<file path="config.mk">
export PLATFORM = sky130hd
export DESIGN_NAME = btn_event_arbiter
export DESIGN_NICKNAME = d
export VERILOG_FILES = /design/src/rtl/btn_event_arbiter.sv
export SDC_FILE = /design/constraint.sdc
export NUM_CORES = 1
export LEC_CHECK = 0
export CORE_AREA = 2 2 39 41
export CTS_BUF_LIST = sky130_fd_sc_hd__clkbuf_8
export CTS_CLUSTER_DIAMETER = 50
export CTS_CLUSTER_SIZE = 14
export DETAILED_ROUTE_END_ITERATION = 8
export DIE_AREA = 0 0 41 43
export PLACE_DENSITY_LB_ADDON = 0.15
export REMOVE_ABC_BUFFERS = 1
export SLEW_MARGIN = 10
export SYNTH_ARGS = -nofsm -noshare
export SYNTH_HDL_FRONTEND = slang
export SYNTH_SLANG_ARGS = --single-unit
</file>
<file path="constraint.sdc">
create_clock -name clk -period 1.75 [get_ports clk]
set_input_delay 0.2625 -clock clk [delete_from_list [all_inputs] [get_ports clk]]
set_output_delay 0.2625 -clock clk [all_outputs]
set_load 0.02 [all_outputs]
</file>
<file path="src/rtl/btn_event_arbiter.sv">
// Button event arbiter: latches single-cycle press pulses as per-button pending
// flags and serialises them round-robin into one registered valid/ready event slot.
// Optional feature: define BTN_EVT_DROP_CNT_EN to add the saturating drop_cnt output.
module btn_event_arbiter #(
  parameter int unsigned NBTN   = 4,
  parameter int unsigned ID_W   = 2,
  parameter int unsigned DROP_W = 8
) (
  input  logic            clk,
  input  logic            rst,
  input  logic [NBTN-1:0] btn_pulse,
  output logic            evt_valid,
  output logic [ID_W-1:0] evt_id,
  input  logic            evt_ready
`ifdef BTN_EVT_DROP_CNT_EN
  ,
  output logic [DROP_W-1:0] drop_cnt
`endif
);

  localparam logic [0:0]      StEmpty = 1'b0;
  localparam logic [0:0]      StFull  = 1'b1;
  localparam logic [ID_W-1:0] LastId  = ID_W'(NBTN - 1);

  // Elaboration-time guard on the parameter ranges.
  if (NBTN < 2 || NBTN > 16 || NBTN > (1 << ID_W) || DROP_W < 1) begin : g_bad_params
    $error("btn_event_arbiter: invalid NBTN/ID_W/DROP_W");
  end

  logic [0:0]      state_q, state_d;
  logic [NBTN-1:0] pending_q, pending_d;
  logic [NBTN-1:0] grant_mask;
  logic [ID_W-1:0] rr_ptr_q, rr_ptr_d;
  logic [ID_W-1:0] evt_id_q, evt_id_d;
  logic [ID_W-1:0] grant_id;
  logic            slot_free;
  logic            any_pending;
  logic            grant;

  assign evt_valid   = (state_q == StFull);
  assign evt_id      = evt_id_q;
  assign slot_free   = !evt_valid || evt_ready;
  assign any_pending = |pending_q;
  assign grant       = slot_free && any_pending;

  // Round-robin search: first pending bit at or above rr_ptr, wrapping modulo NBTN.
  always_comb begin
    logic        hit;
    int unsigned idx;
    hit      = 1'b0;
    idx      = 0;
    grant_id = '0;
    for (int unsigned k = 0; k < NBTN; k++) begin
      idx = 32'(rr_ptr_q) + k;
      if (idx >= NBTN) idx = idx - NBTN;
      if (!hit && pending_q[idx]) begin
        hit      = 1'b1;
        grant_id = ID_W'(idx);
      end
    end
  end

  // One-hot of the bit being granted this cycle (all zero when no grant).
  always_comb begin
    grant_mask = '0;
    for (int unsigned i = 0; i < NBTN; i++) begin
      grant_mask[i] = grant && (grant_id == ID_W'(i));
    end
  end

  // A pulse in the same cycle as its grant re-arms the flag.
  assign pending_d = (pending_q & ~grant_mask) | btn_pulse;

  // Slot FSM: load on grant, empty when free with nothing pending, hold otherwise.
  always_comb begin
    state_d  = state_q;
    evt_id_d = evt_id_q;
    rr_ptr_d = rr_ptr_q;
    if (slot_free) begin
      if (any_pending) begin
        state_d  = StFull;
        evt_id_d = grant_id;
        rr_ptr_d = (grant_id == LastId) ? '0 : grant_id + 1'b1;
      end else begin
        state_d = StEmpty;
      end
    end
  end

  // State registers with synchronous reset; pulses in the reset cycle are ignored.
  always_ff @(posedge clk) begin
    if (rst) begin
      state_q   <= StEmpty;
      pending_q <= '0;
      rr_ptr_q  <= '0;
      evt_id_q  <= '0;
    end else begin
      state_q   <= state_d;
      pending_q <= pending_d;
      rr_ptr_q  <= rr_ptr_d;
      evt_id_q  <= evt_id_d;
    end
  end

`ifdef BTN_EVT_DROP_CNT_EN
  localparam logic [DROP_W+4:0] DropMax = {5'b0, {DROP_W{1'b1}}};

  logic [NBTN-1:0]   drop_vec;
  logic [4:0]        drop_num;
  logic [DROP_W+4:0] drop_sum;
  logic [DROP_W-1:0] drop_cnt_q, drop_cnt_d;

  // A drop is a pulse landing on an already-pending bit that is not granted now.
  assign drop_vec = btn_pulse & pending_q & ~grant_mask;

  // Count drops this cycle and add with saturation.
  always_comb begin
    drop_num = '0;
    for (int unsigned i = 0; i < NBTN; i++) begin
      drop_num = drop_num + 5'(drop_vec[i]);
    end
    drop_sum   = {5'b0, drop_cnt_q} + {{DROP_W{1'b0}}, drop_num};
    drop_cnt_d = (drop_sum > DropMax) ? '1 : drop_sum[DROP_W-1:0];
  end

  // Drop counter register.
  always_ff @(posedge clk) begin
    if (rst) begin
      drop_cnt_q <= '0;
    end else begin
      drop_cnt_q <= drop_cnt_d;
    end
  end

  assign drop_cnt = drop_cnt_q;
`endif

endmodule
</file>
# --- Word-level counts from Yosys, hierarchy flattened ---
# Index checks and enable logic that the tools add are counted.
op_classes:
  addsub: 8
  magnitude_cmp: 8
  n_eq_ne: 3
  mux: 21
  n_bitwise: 3
  reduce_logical: 16
ops:
  columns: ["operator", "n"]
  rows:
  - ["$lt 32x3->1 const B", 4]
  - ["$mux 32", 4]
  - ["$sub 3x3->4 const B", 3]
  - ["$mux 2", 5]
  - ["$ge 3x3->1 const B", 3]
  - ["$bmux 1 s2", 4]
  - ["$logic_and 1x1->1", 8]
  - ["$mux 1", 8]
  - ["$add 2x2->3 const B", 2]
  - ["$and 4x4->4", 1]
  - ["$eq 2x2->1 const B", 2]
  - ["$logic_not 1->1", 4]
  - ["$not 4->4", 1]
  - ["$or 4x4->4", 1]
  - ["$reduce_or 4->1", 1]
  - ["$sub 2x3->4 const B", 1]
  - ["$add 2x1->3 const B", 1]
  - ["$ge 2x3->1 const B", 1]
  - ["$add 2x1->2 const B", 1]
  - ["$eq 2x1->1 const B", 1]
  - ["$logic_not 2->1", 1]
  - ["$reduce_and 2->1", 1]
  - ["$logic_or 1x1->1", 1]
word_totals:
  regBits: 9
  in_bits: 7
  wordCells: 63

# --- Depth between registers and ports, before layout ---
# Gate-level depths: netlist (run 1).
depth:
  word_depth: 19
  ltp_mapped: 7
  ltp_nobuf: 7

# --- Least setup slack after synthesis (run 1) ---
# No wires, ideal clock.
synth_path:
  kind: "flip-flop to flip-flop"
  from: "register pending_q[2]"
  to: "register rr_ptr_q[0]"
  arrival_ns: 1.759
  setup_slack_ns: -0.069
  path_stages_with_launch: 8
  cell_sequence: "dfxtp_1 -> inv_1 -> o32ai_1 -> nor2_1 -> ha_1 -> or3_1 -> nor4_1 -> a221o_1"
synth_via:
  elab_chain_len: 14
synth_lines:
  columns: ["item", "line", "source"]
  rows:
  - ["from (decl)", "31", "logic [NBTN-1:0] pending_q, pending_d;"]
  - ["from (signal assigned)", "99", "pending_q <= pending_d;"]
  - ["$bmux 1 s2", "56", "if (!hit && pending_q[idx]) begin"]
  - ["$mux 1 (not written as such)", "56", null]
  - ["$mux 1", "56", null]
  - ["$logic_not 1->1", "56", null]
  - ["$logic_and 1x1->1", "56", null]
  - ["$mux 1", "56", null]
  - ["$logic_not 1->1", "56", null]
  - ["$logic_and 1x1->1", "56", null]
  - ["$mux 1", "56", null]
  - ["$logic_not 1->1", "56", null]
  - ["$logic_and 1x1->1", "56", null]
  - ["$mux 2 (*)", "56", null]
  - ["via grant_id[0]", "35", "logic [ID_W-1:0] grant_id;"]
  - ["$add 2x1->2 or $eq 2x2->1 (tied branches)", "83", "rr_ptr_d = (grant_id == LastId) ? '0 : grant_id + 1'b1;"]
  - ["$mux 2 (*)", "83", null]
  - ["to (signal assigned)", "100", "rr_ptr_q <= rr_ptr_d;"]
  - ["to (decl)", "33", "logic [ID_W-1:0] rr_ptr_q, rr_ptr_d;"]
# Mark *: on every way through the listed nets, which the timed path passes. The rest lies on a longest branch. The select of a mux whose other input is x is not followed.
# A chain may end at the register's enable or synchronous reset.

# --- Worst setup path in the final report (run 1) ---
layout_path:
  from: "register pending_q[2]"
  to: "register rr_ptr_q[0]"
layout_via:
  elab_chain_len: 14
layout_lines:
  columns: ["item", "line"]
  rows:
  - ["$bmux 1 s2", "56"]
  - ["$mux 1 (not written as such)", "56"]
  - ["$mux 1", "56"]
  - ["$logic_not 1->1", "56"]
  - ["$logic_and 1x1->1", "56"]
  - ["$mux 1", "56"]
  - ["$logic_not 1->1", "56"]
  - ["$logic_and 1x1->1", "56"]
  - ["$mux 1", "56"]
  - ["$logic_not 1->1", "56"]
  - ["$logic_and 1x1->1", "56"]
  - ["$mux 2 (*)", "56"]
  - ["via grant_id[1]", "35"]
  - ["$eq 2x2->1 (*)", "83"]
  - ["$mux 2 (*)", "83"]
# Marked as above.

==> results.md, run 1 <==
- Status: complete, but fails checks
- Violated checks: negative setup slack
- RSZ-0062 raised after global routing: yes
- Post-DRT Antenna Nets: 0
- Nets: slightly below 100
- Crit. End Element: register
- Maximum VDD drop: between 500 and 600 µV
- Setup bufs post-CTS: 0
- Worst skew pair latency: 240 ps
- Most frequent cells in the layout: 17 x buf_4, 9 x clkdlybuf4s50_1, 5 x inv_1, 5 x dfxtp_1
- Commonest non-fill, non-tap cell in the layout: buf_4
- Cell count after synthesis: 57
- Synth area leaders: dfxtp_1 35%, ha_1 9.7%, a21oi_1 4.8%, a21boi_0 4.4%, o21ba_2 3.9%
- Worst EP arrival: between 1500 and 2000 ps
- Worst R2R Path Depth: 7
- R2R Path End: rr_ptr_q[0]
- Largest net degree at the start of global routing: 8
- P_leak: approximately 0.35 nW
- Synth Warn #: 0
- Beginning of the worst hold path: evt_id[1]
- Max Cap Viol: 0
- Yosys reg bits: 9
- Die Wd: between 40 and 50 µm
- Layout cells sized above 1: 0.412
- Core footprint: approximately 1400 µm²
- Final Hold Viols: 0
- Slew Viols, Final: 0
- Highest achievable clock rate: roughly 560 MHz
- Max stage delay on crit path: between 300 and 400 ps
- Post-synthesis sequential area ratio: 0.349
- Die Footprint: 1760 µm²
- Routed vias/inst: ~5.3
- Pre-antenna DRT Iters: 4
- Synth unique cells: 26
- Crit-path slowest cell: or3_1
- P per Cell Area: approximately 1000 nW/µm²
- Cell taking the most area after synthesis: dfxtp_1
- Slew Limit Headroom: 0.756
- Clk sinks: 9
- Gp weighted congestion: 0.856
- Input/output buffers: 9
- Post-CTS Hold Buffers: 0
- Cells after DPL: slightly below 100
- WL/cell: between 10 and 15 µm
- CP max FO: 5
- # IOs: 10
- Initial Util: 0.373
- Post-Syn Area: around 520 µm²
- Clock-pin slew on the worst setup and hold paths: roughly 50 ps
- First-pass GRT wire length: between 2000 and 2500 µm
- CTS H-tree depth: 1
- Tot Pwr: ~810 µW
- Height of the die: about 43 µm
- CTS tree: built
- Number of antenna violations at the first check in global routing: 0
- CP Launch Type: register
- Post-detail-place hpwl: roughly 970 µm
- Slew @ Worst Pin: ~360 ps
- Setup-failing EPs final: 1
- First DRT Iteration DRCs: 15
- All-Layer GR Usage: 0.181
- Hold Crit Depth: 2
- Mean Syn Cell Area: just over 9 µm²
- Reg2Reg Setup Slack: -20 ps
- Number of CTS-inserted buffers: 3
- Post-route clock period utilization: 1.01
- Worst hold path class: reg -> reg
- Non-filler cells, final: 101
- Critical path class: reg -> reg
- DR DRC count: 0
- Synth top area share: 0.349
- CTS root buf: clkbuf_8
- DR vias: 540
- Minimum clock period: between 1500 and 2000 ps
- CP cell instances: nor2b_1 > a221oi_2 > nor2_2 > ha_2 > or3_1 > nor4_2 > a221o_1
- Worst Slack Setup Final: -20.1 ps
- FF-to-FF Start: pending_q[2]
- Post-Route Skew: between 6 and 7 ps
- Antenna diodes: 0
- Grt ovf: 0
- WL final: about 1400 µm
- Clock Path Buffers: 2
- P&R area growth vs syn: 59.8%
- Worst EP required: around 1900 ps
- Vias in the first global route: 519
- Hold EP: evt_id[1]
- # rows: 14
==> sequential cells by signal, indices dropped and copies added, names as in the netlist <==
register   cells
pending_q      4
rr_ptr_q       2
evt_valid      1
evt_id         2
==> kinds of logic (layout without fill, tap and decap cells) <==
family,after synthesis,count (layout),share of synthesized area
and+or+nand+nor,17,17,0.199
adders and majority gates,4,4,0.0969
DFF,9,9,0.349
AOI/OAI and AO/OA,20,20,0.293
muxes,1,1,0.0194
buffers and inverters,6,34,0.0436
==> area by class of cell <==
cell class / count / area (µm²)
fill: 118 / 558
multi-input combinational: 42 / 343
timing repair buffer: 26 / 218
sequential: 9 / 185
clock buffer: 3 / 41.3
tap: 16 / 20.0
inverter: 4 / 15.0
clock inverter: 1 / 3.75
==> critical path: cells and delay by family, from the launching register on <==
kind / cells / cell delay [ps]
AOI/OAI and AO/OA: 2 / 430
adders and majority gates: 1 / 200
DFF: 1 / 340
and+or+nand+nor: 4 / 750
==> metrics by stage <==
step           hold WS [ps]  instance area [µm²]  utilization  setup TNS, ps  worst slack, ps
3_5_place_dp            486                  747        0.540           -124             -124
2_1_floorplan           332                  509            -          -68.7            -68.7
4_1_cts                 502                  816        0.590          -9.53            -9.53
3_3_place_gp            486                  747        0.540           -136             -136
6_report                501                  826        0.597          -20.1            -20.1
5_1_grt                 516                  826        0.597           -280             -108
==> worst max path at each step <==
stage | slack (ps) | startpoint | cells past startpoint | end
after floorplan | -70 | pending_q[2] | 7 | rr_ptr_q[0]
after detailed placement | -120 | pending_q[2] | 7 | rr_ptr_q[0]
final | -20 | pending_q[2] | 7 | rr_ptr_q[0]
after global placement | -140 | pending_q[2] | 7 | rr_ptr_q[0]
after global routing | -110 | pending_q[2] | 7 | rr_ptr_q[0]
after CTS | -10 | pending_q[2] | 7 | rr_ptr_q[0]
==> synthesized netlist by cell type <==
master    n
a221o_1   1
or2_1     1
or3_1     1
clkbuf_1  1
nand2_1   2
o21a_1    2
nand2b_1  2
ha_1      4
inv_1     4
a21oi_1   5
or4_4     1
o211ai_1  2
nor2_1    4
a311oi_1  1
a221oi_1  1
nor4_1    2
or2_2     1
o32ai_1   1
dfxtp_1   9
mux2i_1   1
a21boi_0  3
nor2b_1   2
o21ba_2   2
buf_1     1
nor4_2    1
o41ai_1   2
==> where the power goes <==
group	switching [mW]	internal (mW)
sequential	0.0274	0.235
combinational	0.129	0.165
clock	0.0961	0.154
total	0.253	0.554
==> metal layers <==
layer / wire (µm) / global-route usage
met1: 623 / 0.212
met2: 677 / 0.269
met3: 54 / 0.0471
met4: 53 / 0.133
met5: 0 / 0
==> timing repair <==
action / in CTS / in global routing
pin swaps: 1 / 0
gates resized for setup: 7 / 3
endpoints found under the setup margin: 1 / 3
No activity file was read; power rests on OpenSTA's default activity.
==> run 2: changes to the inputs <==
- CORE_AREA: 2 2 39 41 -> 5 5 42 44
- DIE_AREA: 0 0 41 43 -> 0 0 47 49
- PLACE_DENSITY: unset -> 0.65
- PLACE_DENSITY_LB_ADDON: 0.15 -> unset
- RECOVER_POWER: unset -> 25
==> results.md, run 2 (synthesis results as in run 1) <==
- Crit. End Element: register
- Critical path class: reg -> reg
- Flop pwr share: 0.306 (-0.020)
- Critical path depth: 7 (unchanged)
- RSZ-0062 raised after global routing: yes
- Most frequent cells in the layout: 22 x buf_4, 7 x clkdlybuf4s50_1, 5 x dfxtp_1
- # IOs: 10 (unchanged)
- Sw Ratio: 0.320 (+0.00733)
- Design Area, Final: 928 µm² (+12%)
- WL final: 1640 µm (+16%)
- Post-route clock period utilization: 1.03 (+0.0143)
- Layout cells sized above 1: 0.533 (+0.122)
- P_leak: 0.391 nW (+12%)
- Antenna diodes: 0 (unchanged)
- Core footprint: 1400 µm² (+1.3%)
- Max Cap Viol: 0 (unchanged)
- Post-DRT Antenna Nets: 0 (unchanged)
- DR DRC count: 0 (unchanged)
- Violated checks: negative setup slack
- Worst hold path class: reg -> reg
- Reg2Reg Setup Slack: -50 ps (-20 ps)
- Post-Route Skew: 1.89 ps (-4.73 ps)
- Pre-CTS setup slack: -224 ps (-100 ps)
- CTS tree: built
- Post-detail-place hpwl: 1090 µm (+13%)
- CTS H-tree depth: 1 (unchanged)
- Number of CTS-inserted buffers: 3 (unchanged)
- Input/output buffers: 9 (unchanged)
- Highest achievable clock rate: 557 MHz (-1.4%)
- Slew @ Worst Pin: 564 ps (+201 ps)
- # fillers: 102 (-14%)
- Initial Util: 0.369 (-0.00467)
- Commonest non-fill, non-tap cell in the layout: buf_4
- Worst EP required: 1930 ps (about the same)
- Minimum clock period: 1800 ps (+25.0 ps)
- Largest Register: pending_q
- Clock Path Buffers: 2 (unchanged)
- All-Layer GR Usage: 0.162 (-0.0197)
- # rows: 14 (unchanged)
- R2R Path End: rr_ptr_q[0]
- Die Footprint: 2300 µm² (+31%)
- Fin util: 0.663 (+0.0658)
- Clk sinks: 9 (unchanged)
- Largest net degree at the start of global routing: 8 (unchanged)
- Area after DPL: 747 µm² (unchanged)
- P per Cell Area: 951 nW/µm² (-2.7%)
- Setup-failing EPs final: 1 (unchanged)
- Slew Limit Headroom: 0.621 (-0.135)
- Worst R2R Path Depth: 7 (unchanged)
- Crit. Startpoint: pending_q[2]
- Die Wd: 47 µm (+15%)
- Pre-antenna DRT Iters: 4 (unchanged)
- First-pass GRT wire length: 2650 µm (+27%)
- Final Hold Viols: 0 (unchanged)
- Worst skew pair latency: 240 ps (about the same)
- CP Launch Type: register
- Worst Slack Setup Final: -45.0 ps (-25.0 ps)
- Worst EP arrival: 1980 ps (+20 ps)
- Number of antenna violations at the first check in global routing: 0 (unchanged)
- Critical path destination: rr_ptr_q[0]
- P&R area growth vs syn: 79.7%
- Slew Viols, Final: 0 (unchanged)
- NetSw: 283 µW (+12%)
- CTS root buf: clkbuf_8
- Maximum VDD drop: 666 µV (+31%)
- CP bufs+invs: 0 (unchanged)
- Height of the die: 49 µm (+14%)
- CP delay by family, top: simple AND/OR/NAND/NOR gates
- CP max FO: 4 (-1)
- Crit-path slowest cell: or3_4
- Cell internal pwr: 600 µW (+8.3%)
- Post-CTS Hold Buffers: 0 (unchanged)
- Grt ovf: 0 (unchanged)
- Status: complete, but fails checks
- FF-to-FF Start: pending_q[2]
- First DRT Iteration DRCs: 4 (-11)
- Clock-pin slew on the worst setup and hold paths: 50 ps (about the same)
- Routed vias/inst: 5.51 (+3.0%)
- Clk network pwr share: 0.274 (-0.036)
- Vias in the first global route: 631 (+22%)
- Beginning of the worst hold path: evt_id[1]
- Logic gate share of total power: 0.419 (+0.055)
- WL/cell: 15.4 µm (+11%)
- Gp weighted congestion: 0.848 (-0.96%)
- CP cell instances: nor2b_4 > a221oi_4 > nor2_2 > ha_2 > or3_4 > nor4_4 > a221o_1
- Nets: 102 (+5.2%)
- Max stage delay on crit path: 390 ps (+30 ps)
- Max reg flops: 4 (unchanged)
- DR vias: 584 (+8.1%)
==> run 2: how the worst min path moves through the flow <==
stage	endpoint	slack, ps	cells after the start
floorplan	evt_valid	330	1
global placement	evt_id[1]	490	2
detailed placement	evt_id[1]	490	2
CTS	evt_id[1]	510	2
global route	evt_id[1]	550	2
finish	evt_id[1]	490	2
==> run 2: area by class of cell <==
type                       count  area [µm²]  share of cell area
sequential                     9         190               0.205
tap                           16        20.0              0.0216
clock buffer                   3        41.3              0.0445
multi-input combinational     42         403               0.434
timing repair buffer          31         255               0.275
clock inverter                 1        3.75             0.00404
inverter                       4        15.0              0.0162
==> run 2: worst min-delay path, delay by kind of cell (launching register included) <==
kind / cells / cell delay [ps]
AOI/OAI and AO/OA: 2 / 140
DFF: 1 / 320
==> run 2: per-stage QoR <==
| stage | cells | hold slack, ps | TNS, ps | power, mW |
|---|---|---|---|---|
| after floorplan | 55 | 332 | -68.7 | 0.386 |
| after global placement | 97 | 490 | -89.8 | 0.525 |
| after detailed placement | 97 | 493 | -250 | 0.530 |
| after CTS | 103 | 510 | -83.3 | 0.802 |
| after global routing | 106 | 545 | -173 | 0.940 |
| final | 106 | 492 | -45.0 | 0.883 |
==> run 2: routing by layer <==
| metal | vias to the layer above | part of all wire | track usage |
|---|---|---|---|
| met5 | - | 0 | 0 |
| met4 | 0 | 0.061 | 0.124 |
| met3 | 9 | 0.031 | 0.0258 |
| met2 | 13 | 0.51 | 0.274 |
| met1 | 279 | 0.40 | 0.164 |
| li1 | 283 | - | - |
==> run 2: power by group through the flow <==
stage | Combinational [mW] | Sequential, mW | Clock (mW)
5_1_grt | 0.398 | 0.276 | 0.265
3_3_place_gp | 0.266 | 0.259 | 0
4_1_cts | 0.291 | 0.263 | 0.249
2_1_floorplan | 0.115 | 0.271 | 0
3_5_place_dp | 0.269 | 0.261 | 0
6_report | 0.370 | 0.270 | 0.242
==> run 2: timing repair <==
action                     CTS  global route
setup endpoints to repair    3             5
setup buffers                2             3
pin swaps                    4             6
resized for setup            9            17
==> run 3: changes to the inputs <==
- GPL_ROUTABILITY_DRIVEN: unset -> 0
- REMOVE_ABC_BUFFERS: 1 -> unset
==> results.md, run 3 (synthesis results as in run 1) <==
- CTS tree: built
- Reg2Reg Setup Slack: -10 ps (+30 ps)
- Total negative slack: -11.2 ps (+33.9 ps)
- Worst hold path class: reg -> reg
- CTS root buf: clkbuf_8
- First DRT Iteration DRCs: 3 (-1)
- Max Cap Viol: 0 (unchanged)
- Initial Util: 0.369 (unchanged)
- WL/cell: 14.3 µm (-7.3%)
- Worst EP arrival: 1940 ps (-40 ps)
- Most frequent cells in the layout: 11 x buf_4, 9 x clkdlybuf4s50_1, 5 x inv_1, 5 x a21oi_1, 4 x dfxtp_1
- P_leak: 0.326 nW (-17%)
- CP max FO: 6 (+2)
- Syn nets: between 60 and 70
- # rows: 14 (unchanged)
- Slew Limit Headroom: 0.723 (+0.102)
- Layout cells sized above 1: 0.418 (-0.116)
- Largest Register: pending_q
- Pre-CTS setup slack: -96.2 ps (+128 ps)
- Post-detail-place hpwl: 1040 µm (-4.4%)
- Minimum clock period: 1760 ps (-33.9 ps)
- Number of CTS-inserted buffers: 3 (unchanged)
- Post-CTS Hold Buffers: 0 (unchanged)
- CTS H-tree depth: 1 (unchanged)
- # fillers: 131 (+28%)
- R2R Path End: rr_ptr_q[0]
- Post-route clock period utilization: 1.01 (-0.0194)
- Worst Slack Setup Final: -11.2 ps (+33.9 ps)
- Number of antenna violations at the first check in global routing: 0 (unchanged)
- Crit. End Element: register
- Clock Path Buffers: 2 (unchanged)
- Violated checks: negative setup slack
- CP Launch Type: register
- FF-to-FF Start: pending_q[2]
- Slew Viols, Final: 0 (unchanged)
- Worst skew pair latency: 240 ps (about the same)
- Clk sinks: 9 (unchanged)
- Clock-pin slew on the worst setup and hold paths: 40 ps (about the same)
- Critical path destination: rr_ptr_q[0]
- Nets: 91 (-11%)
- Post-DRT Antenna Nets: 0 (unchanged)
- P&R area growth vs syn: 57.9%
- Maximum VDD drop: 603 µV (-9.4%)
- Routed vias/inst: 5.29 (-3.9%)
- All-Layer GR Usage: 0.143 (-0.0187)
- Antenna diodes: 0 (unchanged)
- Highest achievable clock rate: 568 MHz (+1.9%)
- # IOs: 10 (unchanged)
- Fin util: 0.582 (-0.0804)
- RSZ-0062 raised after global routing: yes
- Slew @ Worst Pin: 412 ps (-152 ps)
- Critical path class: reg -> reg
- Final Hold Viols: 0 (unchanged)
- First-pass GRT wire length: 2260 µm (-15%)
- Largest net degree at the start of global routing: 8 (unchanged)
- Status: complete, but fails checks
- Max reg flops: 4 (unchanged)
- Worst EP required: 1930 ps (about the same)
- DR DRC count: 0 (unchanged)
- Input/output buffers: 9 (unchanged)
- Crit. Startpoint: pending_q[2]
- Die Wd: 47 µm (unchanged)
- Worst R2R Path Depth: 7 (unchanged)
- Height of the die: 49 µm (unchanged)
- Post-Route Skew: 4.47 ps (+2.58 ps)
- Die Footprint: 2300 µm² (unchanged)
- Vias in the first global route: 486 (-23%)
- DR vias: 503 (-14%)
- Core footprint: 1400 µm² (unchanged)
- Commonest non-fill, non-tap cell in the layout: buf_4
- Tot Pwr: 792 µW (-10%)
- Setup-failing EPs final: 1 (unchanged)
- Pre-antenna DRT Iters: 2 (-2)
- P per Cell Area: 970 nW/µm² (+2.1%)
- Grt ovf: 0 (unchanged)
- WL final: 1360 µm (-17%)
[run 3: routing by layer]
metal | global-route usage | routed length (µm) | vias up
li1 | - | - | 255
met1 | 0.178 | 619 | 235
met2 | 0.201 | 656 | 8
met3 | 0.0332 | 35 | 5
met4 | 0.111 | 48 | 0
met5 | 0 | 0 | -
[run 3: area by class of cell]
cell class | instances | area (µm²) | share of cell area
clock buffers | 3 | 41.3 | 0.0506
clock inverters | 1 | 3.75 | 0.00460
flip-flops and latches | 9 | 194 | 0.238
inverters | 4 | 15.0 | 0.0184
multi-input cells | 42 | 369 | 0.452
repair buffers | 20 | 173 | 0.212
well taps | 16 | 20.0 | 0.0245
[run 3: how the worst min path moves through the flow]
stage	slack, ps	start	endpoint	depth (start not counted)
final	500	evt_id[0]	evt_id[0]	2
after global routing	570	evt_id[1]	evt_id[1]	2
after CTS	510	evt_id[0]	evt_id[0]	2
after detailed placement	490	evt_id[0]	evt_id[0]	2
after global placement	490	evt_id[0]	evt_id[0]	2
after floorplan	390	btn_pulse[0]	pending_q[0]	1
[run 3: report_power, final]
part | total (mW) | internal, mW | switching, mW
Combinational | 0.276 | 0.155 | 0.121
Sequential | 0.274 | 0.237 | 0.0369
Clock | 0.242 | 0.153 | 0.0883
Total | 0.792 | 0.546 | 0.246
[run 3: repair_timing]
item,in CTS,in global routing
setup endpoints to repair,3,5
buffers inserted,0,0
resized for setup,10,6
pin swaps,0,2
[run 3: critical path, stage by stage, from the launching register on]
cell	delay, ps
dfxtp_4	360
nor2b_1	140
a221oi_2	240
nor2_1	100
ha_2	210
or3_4	370
nor4_2	160
a221o_1	140
[run 3: per-stage QoR]
step                      std cells  hold slack [ps]  area [µm²]
final                            95              504         816
after global routing             95              565         816
after CTS                        95              507         791
after detailed placement         91              489         717
after global placement           91              487         717
after floorplan                  57              386         532
==> RTL edit 1: new RTL, settings of run 3 <==
The parameter `NBTN` goes from 4 to 3.
--- a/src/rtl/btn_event_arbiter.sv
+++ b/src/rtl/btn_event_arbiter.sv
@@ -2,7 +2,7 @@
 // flags and serialises them round-robin into one registered valid/ready event slot.
 // Optional feature: define BTN_EVT_DROP_CNT_EN to add the saturating drop_cnt output.
 module btn_event_arbiter #(
-  parameter int unsigned NBTN   = 4,
+  parameter int unsigned NBTN   = 3,
   parameter int unsigned ID_W   = 2,
   parameter int unsigned DROP_W = 8
 ) (
Ports: changed (resized btn_pulse); port bits go from 10 to 9. The function was not compared with the original's and may differ.
==> RTL edit 1 against run 3 <==
  * Power decreased by 12%
  * Synthesized cell count decreased by 3.5%
  * Synthesized area fell by 11%
  * Critical endpoint is now pending_q[1]$_SDFF_PP0_
  * Routed wire length shrank 19%
  * Sequential cell count is 1 lower
  * Largest power group unchanged
  * Count of clock-buffer cells in the layout did not move
  * Design area down 22%
  * Via count down 12%
  * Setup slack improved by 120 ps
  * Die area did not move
  * Fmax grew 7.4%
==> RTL edit 1: results (changes against run 3) <==
| Metric | Value |
|---|---|
| Power per cell area | 1100 nW/um2 (+13%) |
| Pin count of the biggest net entering global routing | 7 (-1) |
| CTS Root Cell | clkbuf_8 |
| Met3 Use GR | 0.0554 (+0.0221) |
| Wire per inst | 13.0 um (-8.9%) |
| GR Util met2 | 0.156 (-0.0452) |
| Final setup skew | 5.50 ps (+1.03 ps) |
| Sequential fraction of the synthesis area | 0.347 (-0.00178) |
| Share of layout cells above drive strength 1 | 0.176 (-0.241) |
| Cts repair resizes | 0 (-10) |
| Placement Setup Slack | 72.1 ps (+168 ps) |
| Met1 Track Usage GR | 0.143 (-0.0349) |
| Drt pass-1 iters | 4 (+2) |
| Post-CTS Setup Repair Bufs | 0 (unchanged) |
| Net Count, Synth | 65 (-4.4%) |
| Metal1 wirelength | 522 um (-16%) |
| Metal3 WL | 40 um (+14%) |
| Crit path max-delay family | simple AND/OR/NAND/NOR gates |
| Lkg Pwr | 0.245 nW (-25%) |
| Worst Hold Class | reg2reg |
| R2r endpoint | pending_q[1]$_SDFF_PP0_ |
| Yosys cell types | 25 (-3.8%) |
| Filler cells | 149 (+14%) |
| Port Buffer Count | 8 (-1) |
| P_comb | 248 uW (-10%) |
| Hold WS | 511 ps (+7.13 ps) |
| Final hold viol count | 0 (unchanged) |
| Initial DRC Count | 9 (+6) |
| Switching share of power | 0.323 (+0.0119) |
| Crit path max fanout | 4 (-2) |
| Met2 wire length | 517 um (-21%) |
| Asr flop ratio synth | 0 (unchanged) |
| First-pass GRT wire length | 1860 um (-18%) |
| Critical path arrival | 1750 ps (-190 ps) |
| Number of nets in the layout | 80 (-12%) |
| Placed Cells | 81 (-11%) |
| Slew margin rel. | 0.805 (+0.0813) |
| Fin cells | 84 (-12%) |
| CP max stage delay | 400 ps (+30 ps) |
| Top cells by area, synth | dfxtp_1, ha_1, nor2_1, a32o_1, nor2b_1 |
| Max FFs per register | 3 (-1) |
| Power in the clock group | 223 uW (-8%) |
| Top layer in use | met4 |
| Reg2Reg Depth | 7 (unchanged) |
| Outcome | finished clean |
| Clock Latency Late Sink | between 200 and 250 ps |
| Reg2Reg Launch Point | rr_ptr_q[1]$_SDFFE_PP0P_ |
| GRT Util Overall | 0.114 (-0.0295) |
| Vias in the first global route | 418 (-14%) |
| Hold depth | 1 (-1) |
| Top post-synthesis cells by count | nor2_1, dfxtp_1, inv_1 |
| Peak supply drop | 0.558 mV (-7.5%) |
| Post-Synthesis Cells | 55 (-3.5%) |
| Placed cell areas | 577 um2 (-20%) |
| Vias/cell | 5.25 (-0.84%) |
| Total of warnings raised by yosys | 0 (unchanged) |
| Reg2Reg Setup Slack | 110 ps (+120 ps) |
| HPWL after detailed placement | 816 um (-22%) |
| Slowest CP cell | dfxtp_1 |
## RTL edit 1: changes by cell type in the layout (fill, tap and decap cells not counted), sizes merged, moves of 3 or more
cell	change
o21ai	+3
nor2	+6
a32o	+3
a21boi	-3
a21oi	-4
buf	-9
a211oi	+3
## RTL edit 1: worst max-delay path by stage
stage,to,cells past startpoint,slack (ps),from
floorplan,rr_ptr_q[0]$_SDFFE_PP0P_,7,160,rr_ptr_q[0]$_SDFFE_PP0P_
global placement,rr_ptr_q[0]$_SDFFE_PP0P_,7,70,rr_ptr_q[0]$_SDFFE_PP0P_
detailed placement,rr_ptr_q[0]$_SDFFE_PP0P_,7,70,rr_ptr_q[0]$_SDFFE_PP0P_
CTS,rr_ptr_q[0]$_SDFFE_PP0P_,7,50,rr_ptr_q[0]$_SDFFE_PP0P_
global route,pending_q[1]$_SDFF_PP0_,7,-2,rr_ptr_q[1]$_SDFFE_PP0P_
finish,pending_q[1]$_SDFF_PP0_,7,110,rr_ptr_q[1]$_SDFFE_PP0P_
## RTL edit 1: cell families (layout without fill, tap and decap cells)
group                      count (synthesis)  after routing  share of synthesized area
adders and majority gates                  4              4                      0.108
and+or+nand+nor                           22             22                      0.230
buffers and inverters                      6             19                     0.0488
AOI/OAI and AO/OA                         15             15                      0.266
DFF                                        8              8                      0.347
## RTL edit 1: area by class of cell
type | count | area [um2] | area share
multi-input cells | 41 | 297 | 0.467
flip-flops and latches | 8 | 160 | 0.252
repair buffers | 10 | 95.1 | 0.150
clock buffers | 3 | 41.3 | 0.0650
inverters | 6 | 22.5 | 0.0354
well taps | 16 | 20.0 | 0.0315
## RTL edit 1: worst register-to-register path, delay by kind of cell, from the launching register on
kind,cells,cell delay (ps)
and+or+nand+nor,3,410
DFF,1,400
AOI/OAI and AO/OA,2,390
adders and majority gates,1,230
buffers and inverters,1,90
==> RTL edit 2: new RTL, flow settings as in run 3 <==
Without the edit above. `pending_q` no longer has a reset.
--- a/src/rtl/btn_event_arbiter.sv
+++ b/src/rtl/btn_event_arbiter.sv
@@ -91,15 +91,17 @@
   always_ff @(posedge clk) begin
     if (rst) begin
       state_q   <= StEmpty;
-      pending_q <= '0;
       rr_ptr_q  <= '0;
       evt_id_q  <= '0;
     end else begin
       state_q   <= state_d;
-      pending_q <= pending_d;
       rr_ptr_q  <= rr_ptr_d;
       evt_id_q  <= evt_id_d;
     end
+  end
+
+  always_ff @(posedge clk) begin
+    pending_q <= pending_d;
   end
 
 `ifdef BTN_EVT_DROP_CNT_EN
Function: changed (a bounded check fails within 4 cycles, from zero or initial values and one cycle with rst high).
==> RTL edit 2 against run 3 <==
  * Sequential cell count is the same
  * Cell count shrank 9.5%
  * Setup slack gained 120 ps
  * Power grew 47%
  * Routed wire length shrank 12%
  * Synthesized area shrank 3.6%
  * Design area shrank 14%
  * Via count shrank 5.6%
  * Critical path type unchanged
==> RTL edit 2: results (changes against run 3) <==
| Metric | Value |
|---|---|
| Reg clk slew, reported paths | 50 ps |
| Largest register by flop count | pending_q |
| Slew margin rel. | 0.691 (-0.0322) |
| Final setup skew | 5.07 ps (+0.600 ps) |
| Hold Path End | evt_id[1]$_SDFFE_PP0P_ |
| Reg2Reg Depth | 6 (-1) |
| HPWL after detailed placement | 858 um (-18%) |
| Peak supply drop | 0.757 mV (+25%) |
| Post-DRT Antenna Nets | 0 (unchanged) |
| Clock Latency Late Sink | 240 ps (about the same) |
| R2r endpoint | rr_ptr_q[0]$_SDFFE_PP0P_ |
| Vias/cell | 5.52 (+4.3%) |
| Hold depth | 2 (unchanged) |
| Diodes inserted | 0 (unchanged) |
| Reg2Reg Setup Slack | 110 ps (+120 ps) |
| Vias in the first global route | 461 (-5.1%) |
| Reg2Reg Launch Point | rr_ptr_q[1]$_SDFFE_PP0P_ |
| Yosys cell types | 24 (-7.7%) |
| Outcome | finished clean |
| Critical path arrival | 1760 ps (-180 ps) |
| Total of warnings raised by yosys | 0 (unchanged) |
| Wire per inst | 13.9 um (-2.7%) |
| Crit path max fanout | 6 (unchanged) |
| Placed cell areas | 631 um2 (-12%) |
| Share of layout cells above drive strength 1 | 0.257 (-0.161) |
| Net Count, Synth | 65 (-4.4%) |
| Max FFs per register | 4 (unchanged) |
| Drt drc | 0 (unchanged) |
| Clock buffer depth | 2 (unchanged) |
| TritonCTS buffer count | 3 (unchanged) |
| Worst Hold Class | reg2reg |
| Lkg Pwr | 0.277 nW (-15%) |
| Fin cells | 86 (-9.5%) |
| Placed Cells | 82 (-9.9%) |
| Drt pass-1 iters | 4 (+2) |
| Top post-synthesis cells by count | dfxtp_1, a21oi_1, ha_1, nor2_1 |
| Post-Synthesis Cells | 54 (-5.3%) |
| First-pass GRT wire length | 2010 um (-11%) |
| Placement Setup Slack | -35.3 ps (+60.9 ps) |
| Asr flop ratio synth | 0 (unchanged) |
| Top cells by area, synth | dfxtp_1, ha_1, a21o_1, a21oi_1, nand2b_1 |
| Hold path startpoint | evt_id[1]$_SDFFE_PP0P_ |
| Sequential fraction of the synthesis area | 0.362 (+0.0131) |
| Initial DRC Count | 7 (+4) |
| Antenna violations before repair | 0 (unchanged) |
| GRT Util Overall | 0.122 (-0.0210) |
| Hold WS | 489 ps (-15.5 ps) |
## RTL edit 2: cell count changes after synthesis, moves of 2 or more
| cell | run 3 | this run |
|---|---|---|
| o211ai_1 | 2 | 0 |
| nand3_1 | 0 | 3 |
| or2_1 | 1 | 3 |
| a21o_1 | 0 | 3 |
| o21ba_2 | 2 | 0 |
| o41ai_1 | 2 | 0 |
| o21a_1 | 2 | 0 |
| a21boi_0 | 3 | 0 |
## RTL edit 2: cells by family after synthesis
kind of cell | after synthesis | share of synthesized area
multiplexers | 1 | 0.0201
adder cells (fa/ha/maj) | 4 | 0.101
buffers and inverters | 3 | 0.0226
AO/OA/AOI/OAI | 16 | 0.241
flip-flops | 9 | 0.362
AND/OR/NAND/NOR | 21 | 0.254
## RTL edit 2: how the worst max path moves through the flow
stage / end / slack, ps
6_report: rr_ptr_q[0]$_SDFFE_PP0P_ / 110
5_1_grt: rr_ptr_q[0]$_SDFFE_PP0P_ / 10
4_1_cts: rr_ptr_q[1]$_SDFFE_PP0P_ / 20
3_5_place_dp: rr_ptr_q[0]$_SDFFE_PP0P_ / -40
3_3_place_gp: rr_ptr_q[0]$_SDFFE_PP0P_ / -70
2_1_floorplan: rr_ptr_q[0]$_SDFFE_PP0P_ / 120
## RTL edit 2: routing by layer
| metal | part of all wire | global-route usage |
|---|---|---|
| met1 | 0.42 | 0.146 |
| met2 | 0.49 | 0.170 |
| met5 | 0 | 0 |
| met3 | 0.073 | 0.0701 |
| met4 | 0.017 | 0.0599 |
## RTL edit 2: worst max-delay path, cell delays in order, from the launching register on
cell     delay (ps)
dfxtp_2         380
mux2i_2         260
nor2_1          110
nor2_2          150
ha_2            210
nor4_1           60
a221o_1         350
## RTL edit 2: area by class of cell
class / instances / area [um2]
Timing Repair Buffer: 12 / 113
Clock buffer: 3 / 41.3
Multi-Input combinational cell: 42 / 329
Clock inverter: 1 / 3.75
Sequential cell: 9 / 185
Tap cell: 16 / 20.0
Inverter: 3 / 11.3
Fill cell: 143 / 698
## RTL edit 2: report_power, final
part           leakage (nW)  switching (mW)  internal [mW]
logic                 0.176           0.255          0.261
clock network        0.0269          0.0894          0.153
registers            0.0739           0.111          0.293
## RTL edit 2: repair_timing
item	4_1_cts	5_1_grt
endpoints found under the hold margin	0	0
setup endpoints to repair	1	3
resized for setup	2	8
buffers inserted	0	0
